<file path="src/rtl/pipe_adder_pkg.sv">
// pipe_adder_pkg: shared constants, stage sizing helpers and the stage record
// used by the pipelined segment adder.
package pipe_adder_pkg;

   localparam int DEF_WIDTH = 32;
   localparam int DEF_SEG   = 16;

   // Number of pipeline stages for a given operand width and segment size.
   function automatic int calc_nseg(input int width, input int seg);
      return width / seg;
   endfunction

   // A configuration is legal when the operand splits into whole segments.
   function automatic bit seg_cfg_ok(input int width, input int seg);
      return (seg > 0) && (width >= seg) && ((width % seg) == 0);
   endfunction

   // Stage record at the default width. The top module declares the same
   // layout sized by its own WIDTH parameter.
   typedef struct packed {
      logic                 valid;
      logic                 carry;
      logic [DEF_WIDTH-1:0] sum;
      logic [DEF_WIDTH-1:0] a_rem;
      logic [DEF_WIDTH-1:0] b_rem;
      logic [1:0]           msbs;   // {a msb, effective b msb}
   } stage_t;

endpackage

</file>
<file path="src/rtl/pipe_adder_seg_add.sv">
// seg_add: SEG-bit combinational ripple-carry adder with carry in and out.
module seg_add #(
   parameter int SEG = 16
) (
   input  logic [SEG-1:0] i_a,
   input  logic [SEG-1:0] i_b,
   input  logic           i_cin,
   output logic [SEG-1:0] o_sum,
   output logic           o_cout
);

   logic [SEG:0] w_c;

   // Bitwise ripple: each bit produces its sum and passes its carry upward.
   always_comb begin
      w_c    = '0;
      o_sum  = '0;
      w_c[0] = i_cin;
      for (int i = 0; i < SEG; i++) begin
         o_sum[i]  = i_a[i] ^ i_b[i] ^ w_c[i];
         w_c[i+1]  = (i_a[i] & i_b[i]) | (w_c[i] & (i_a[i] ^ i_b[i]));
      end
   end

   assign o_cout = w_c[SEG];

endmodule

</file>
<file path="src/rtl/pipe_adder.sv">
// pipe_adder: pipelined ripple adder, one SEG-bit segment per stage, with
// valid/ready on both sides and one beat per cycle throughput.
// Optional subtract mode is compiled in with PIPE_ADDER_SUB_EN.
//
// Handshake: a beat moves across a boundary on a rising edge where the
// producer's valid and the consumer's ready are both high; valid never
// depends on ready, and a presented beat holds stable until taken.
module pipe_adder
   import pipe_adder_pkg::*;
#(
   parameter int WIDTH = DEF_WIDTH,
   parameter int SEG   = DEF_SEG
) (
   input  logic             clk,
   input  logic             rst_n,
   input  logic             in_valid,
   output logic             in_ready,
   input  logic [WIDTH-1:0] a,
   input  logic [WIDTH-1:0] b,
   input  logic             cin,
`ifdef PIPE_ADDER_SUB_EN
   input  logic             sub,
`endif
   output logic             out_valid,
   input  logic             out_ready,
   output logic [WIDTH-1:0] sum,
   output logic             cout,
   output logic             ovf
);

   localparam int NSEG = calc_nseg(WIDTH, SEG);

   if (!seg_cfg_ok(WIDTH, SEG)) begin : g_bad_cfg
      $error("pipe_adder: WIDTH must be a non-zero multiple of SEG");
   end

   typedef struct packed {
      logic             valid;
      logic             carry;
      logic [WIDTH-1:0] sum;
      logic [WIDTH-1:0] a_rem;
      logic [WIDTH-1:0] b_rem;
      logic [1:0]       msbs;   // {a msb, effective b msb}
   } stage_rec_t;

   stage_rec_t                r_stg [NSEG];
   stage_rec_t                w_src [NSEG];
   stage_rec_t                w_nxt [NSEG];
   logic [NSEG-1:0]           w_load;
   logic [NSEG-1:0]           w_adv;
   logic [NSEG-1:0][SEG-1:0]  w_seg_sum;
   logic [NSEG-1:0]           w_seg_co;
   logic                      w_sub;
   logic [WIDTH-1:0]          w_b_eff;
   logic                      w_cin_eff;
   logic                      w_unused_tail;

`ifdef PIPE_ADDER_SUB_EN
   assign w_sub = sub;
`else
   assign w_sub = 1'b0;
`endif

   // Subtraction is a + ~b + 1; cin is ignored in that mode.
   assign w_b_eff   = w_sub ? ~b : b;
   assign w_cin_eff = w_sub ? 1'b1 : cin;

   // Ready chain: the last stage drains on out_ready, each earlier stage
   // advances when the next one can load.
   always_comb begin
      w_adv  = '0;
      w_load = '0;
      w_adv[NSEG-1]  = r_stg[NSEG-1].valid && out_ready;
      w_load[NSEG-1] = !r_stg[NSEG-1].valid || w_adv[NSEG-1];
      for (int k = NSEG - 2; k >= 0; k--) begin
         w_adv[k]  = r_stg[k].valid && w_load[k+1];
         w_load[k] = !r_stg[k].valid || w_adv[k];
      end
   end

   assign in_ready = w_load[0];

   // Stage inputs: stage 0 sees the operand beat, later stages the previous register.
   always_comb begin
      w_src[0].valid = in_valid;
      w_src[0].carry = w_cin_eff;
      w_src[0].sum   = '0;
      w_src[0].a_rem = a;
      w_src[0].b_rem = w_b_eff;
      w_src[0].msbs  = {a[WIDTH-1], w_b_eff[WIDTH-1]};
      for (int k = 1; k < NSEG; k++) begin
         w_src[k] = r_stg[k-1];
      end
   end

   for (genvar k = 0; k < NSEG; k++) begin : g_seg
      seg_add #(.SEG(SEG)) u_seg_add (
         .i_a    (w_src[k].a_rem[k*SEG +: SEG]),
         .i_b    (w_src[k].b_rem[k*SEG +: SEG]),
         .i_cin  (w_src[k].carry),
         .o_sum  (w_seg_sum[k]),
         .o_cout (w_seg_co[k])
      );
   end

   // Next record per stage: pass everything along, fill in this stage's segment.
   always_comb begin
      for (int k = 0; k < NSEG; k++) begin
         w_nxt[k]                   = w_src[k];
         w_nxt[k].sum[k*SEG +: SEG] = w_seg_sum[k];
         w_nxt[k].carry             = w_seg_co[k];
      end
   end

   // Stage registers load whenever their slot is free or being vacated.
   always_ff @(posedge clk or negedge rst_n) begin
      if (!rst_n) begin
         for (int k = 0; k < NSEG; k++) begin
            r_stg[k] <= '0;
         end
      end else begin
         for (int k = 0; k < NSEG; k++) begin
            if (w_load[k]) begin
               r_stg[k] <= w_nxt[k];
            end
         end
      end
   end

   assign out_valid = r_stg[NSEG-1].valid;
   assign sum       = r_stg[NSEG-1].sum;
   assign cout      = r_stg[NSEG-1].carry;
   assign ovf       = (r_stg[NSEG-1].msbs[1] == r_stg[NSEG-1].msbs[0]) &&
                      (r_stg[NSEG-1].sum[WIDTH-1] != r_stg[NSEG-1].msbs[1]);

   // Operands are fully consumed by the time they reach the last stage.
   assign w_unused_tail = ^{r_stg[NSEG-1].a_rem, r_stg[NSEG-1].b_rem};

endmodule

</file>
<file path="config.mk">
export PLATFORM = sky130hd
export DESIGN_NAME = pipe_adder
export DESIGN_NICKNAME = d
export VERILOG_FILES = /design/src/rtl/pipe_adder_pkg.sv /design/src/rtl/pipe_adder_seg_add.sv /design/src/rtl/pipe_adder.sv
export SDC_FILE = /design/constraint.sdc
export NUM_CORES = 1
export LEC_CHECK = 0
export CAP_MARGIN = 25
export CORE_MARGIN = 2
export CORE_UTILIZATION = 54
export CTS_CLUSTER_SIZE = 40
export DETAILED_ROUTE_END_ITERATION = 7
export MAX_ROUTING_LAYER = met4
export PLACE_DENSITY = 0.87
export SLEW_MARGIN = 20
export SYNTH_ARGS = -nofsm -noshare
export SYNTH_HDL_FRONTEND = slang
export SYNTH_SLANG_ARGS = --single-unit
</file>
<file path="constraint.sdc">
create_clock -name clk -period 11.25 [get_ports clk]
set_input_delay 2.25 -clock clk [delete_from_list [all_inputs] [get_ports clk]]
set_output_delay 2.25 -clock clk [all_outputs]
set_load 0.01 [all_outputs]
</file>
==> results.yml <==
power:
  power.density_nw_per_um2: 176
  total_power_mw: 0.944
  leakage_nw: 2.34
  ir_drop_mv: 0.0782
synthesis:
  synth_cells: 270
  async_reset_ff_share_pct: 100
  synth_flop_cell: "dfrtp_1"
  syn_avg_cell_area_um2: 16.0
  ys.warnings.count: 0
  netlist-cell-type-count: 16
  ys_seq_area_share_pct: 49.9
  synth_edf_count: 0
  synth_area_um2: 4310
  ys_ff_latch: 86
  syn-num-nets: 371
clocking:
  cts-buffers-inserted: 9
  htree_levels: 3
  clk_latency_ps: 350
  post_cts_buffers: 0
  cts_sinks: 86
  post_cts_resized: 0
  clk_pin_slew_ps: 80
  cts-root-buf: "clkbuf_8"
  cts_tree: "built"
  cts_buffer_depth: 2
  hold_buffers: 0
layout:
  nets: 447
  drive_gt1_share_pct: 27.1
  area_growth_pct: 24.0
  final_area_um2: 5350
  antenna-diode-count: 0
  post-route-util_pct: 69.3
global_routing:
  first_global_vias: 2733
  grt_start_max_net_pins: 52
  grt-ovfl-total: 0
  grtUsageTotal_pct: 19.7
  antenna_found_initial: 0
  grt_pass1_wl_um: 12600
floorplanning:
  die_w_um: 93.4
  rows: 32
  start_util_pct: 55.8
  io_pins: 105
  die_area_um2: 8720
  design.core.area_um2: 7730
  die_h_um: 93.4
sta:
  holdWs_ps: 491
  fmax_mhz: 114
  min_period_ps: 8790
  finalSetupTns_ps: 0
  drv_slew: 0
  finClkSkew_ps: 9.62
  setup_viol: 0
  hold_viol: 0
  relSlewSlack_pct: 49.3
  rsz0062_at_grt: "no"
  tightest_slew_ps: 760
  post-route-period-util_pct: 78.1
drt:
  firstDrtPassIters: 4
  drtIter0Drc: 29
  via_count: 2266
  drc: 0
  wire_per_inst_um: 16.6
  avgViaCountPerCell: 5.00
  ant_nets: 0
  wirelength_um: 7520
min_path:
  hold_depth: 1
  hold_path_class: "register to register"
  hp-start: "r_stg[166]"
  hold_end: "r_stg[166]"
placed_design:
  gp_congestion: 0.732
  place_area_um2: 5150
  port_buffers: 104
  dp_hpwl_um: 5550
setup_path:
  crit_path_cell_trace: "clkdlybuf4s50_1 -> fa_1 -> inv_1 -> fa_1 -> inv_1 -> fa_1 -> fa_1 -> fa_1 -> fa_1 -> fa_1 -> fa_1 -> fa_1 -> fa_1 -> fa_1 -> fa_1 -> fa_1 -> fa_1 -> fa_1 -> inv_1 -> fa_1 -> mux2i_1"
  crit_path_end_kind: "register"
  arrival_ps: 9050
  worstPathMaxFanout: 1
  setup.worst_path.class: "primary input to register"
  cpMaxStageDelayCell: "fa_1"
  worstPathRequired_ps: 11510
  r2r_slack_ps: 3240
  worstReg2RegEnd: "sum[31]"
  reg2reg_from: "r_stg[198]"
  crit_path_frequent_cell: "fa_1"
  slowest_delay_ps: 440
  crit_path_start_kind: "primary input"
  r2r_cells: 20
status:
  status: "finished clean"
flow_run:
  maxCapViolations: 0
## Yosys cell counts, types with 2 or more instances
| master | instances | area (um^2) |
|---|---|---|
| mux2_2 | 49 | 552 |
| inv_1 | 17 | 63.8 |
| a21oi_1 | 3 | 15.0 |
| mux2_4 | 26 | 390 |
| mux2i_1 | 3 | 30.0 |
| fa_1 | 32 | 641 |
| nand2b_1 | 4 | 25.0 |
| mux2_1 | 3 | 33.8 |
| buf_4 | 32 | 240 |
| buf_6 | 7 | 78.8 |
| dfrtp_1 | 86 | 2150 |
| buf_12 | 2 | 40.0 |
| nor3b_1 | 3 | 22.5 |
## worst max path at each step
stage / start / endpoint / slack, ps / cells past startpoint
after floorplan: a[0] / r_stg[181] / 2790 / 20
after global placement: a[0] / r_stg[181] / 2130 / 21
after detailed placement: a[0] / r_stg[181] / 2050 / 21
after CTS: a[0] / r_stg[181] / 2420 / 21
after global routing: a[0] / r_stg[181] / 2160 / 21
final: a[0] / r_stg[181] / 2460 / 21
## per-stage QoR
stage	std cells	worst slack, ps
after CTS	453	2420
after global routing	453	2160
after floorplan	270	2790
after global placement	436	2130
after detailed placement	437	2050
final	453	2460
## cell type report
cell class                      instances  area, um^2
Inverter                               17        63.8
Multi-Input combinational cell        126        1740
Clock buffer                           11         141
Timing Repair Buffer                  106        1070
Sequential cell                        86        2150
Fill cell                             540        2380
Clock inverter                          5        58.8
Tap cell                              102         128
## critical path, delay by kind of cell
kind / cells / cell delay (ps)
mux: 1 / 130
buf+inv: 4 / 640
fa+ha+maj: 16 / 6040
## per-layer routing
metal	up-vias	part of all wire (%)	GRT usage, %
met5	-	0	-
met4	0	1.8	8.46
met3	13	5.9	5.24
met2	78	52	32.3
met1	1167	41	23.2
li1	1008	-	-
## state kept, by name, indices dropped and copies added (netlist names)
| signal | flops |
|---|---|
| r_stg | 52 |
| out_valid | 1 |
| sum | 32 |
| cout | 1 |
## cells in the final DEF (no fill, tap or decap)
cell,count
clkinv_2,1
dfrtp_1,86
buf_12,1
nand2b_2,1
mux2i_1,3
nor3b_1,3
mux2_2,49
a21oi_1,3
mux2_4,26
nand2_1,1
buf_4,2
clkinvlp_4,2
o22ai_1,1
nand3b_4,1
nand2b_1,3
clkbuf_8,10
inv_1,17
mux2_1,3
clkdlybuf4s50_1,103
clkbuf_1,1
clkinv_4,1
bufinv_16,1
fa_1,32
## power breakdown
group          switching (mW)  internal [mW]
Sequential             0.0468          0.380
Clock                   0.108          0.109
Combinational           0.104          0.196
## cell families after synthesis
group / share of synthesized area (%)
flip-flops: 49.9
multiplexers: 23.3
buffers and inverters: 9.80
adder cells (fa/ha/maj): 14.8
AND/OR/NAND/NOR: 1.65
AO/OA/AOI/OAI: 0.493
No activity file was read; power rests on OpenSTA's default activity.
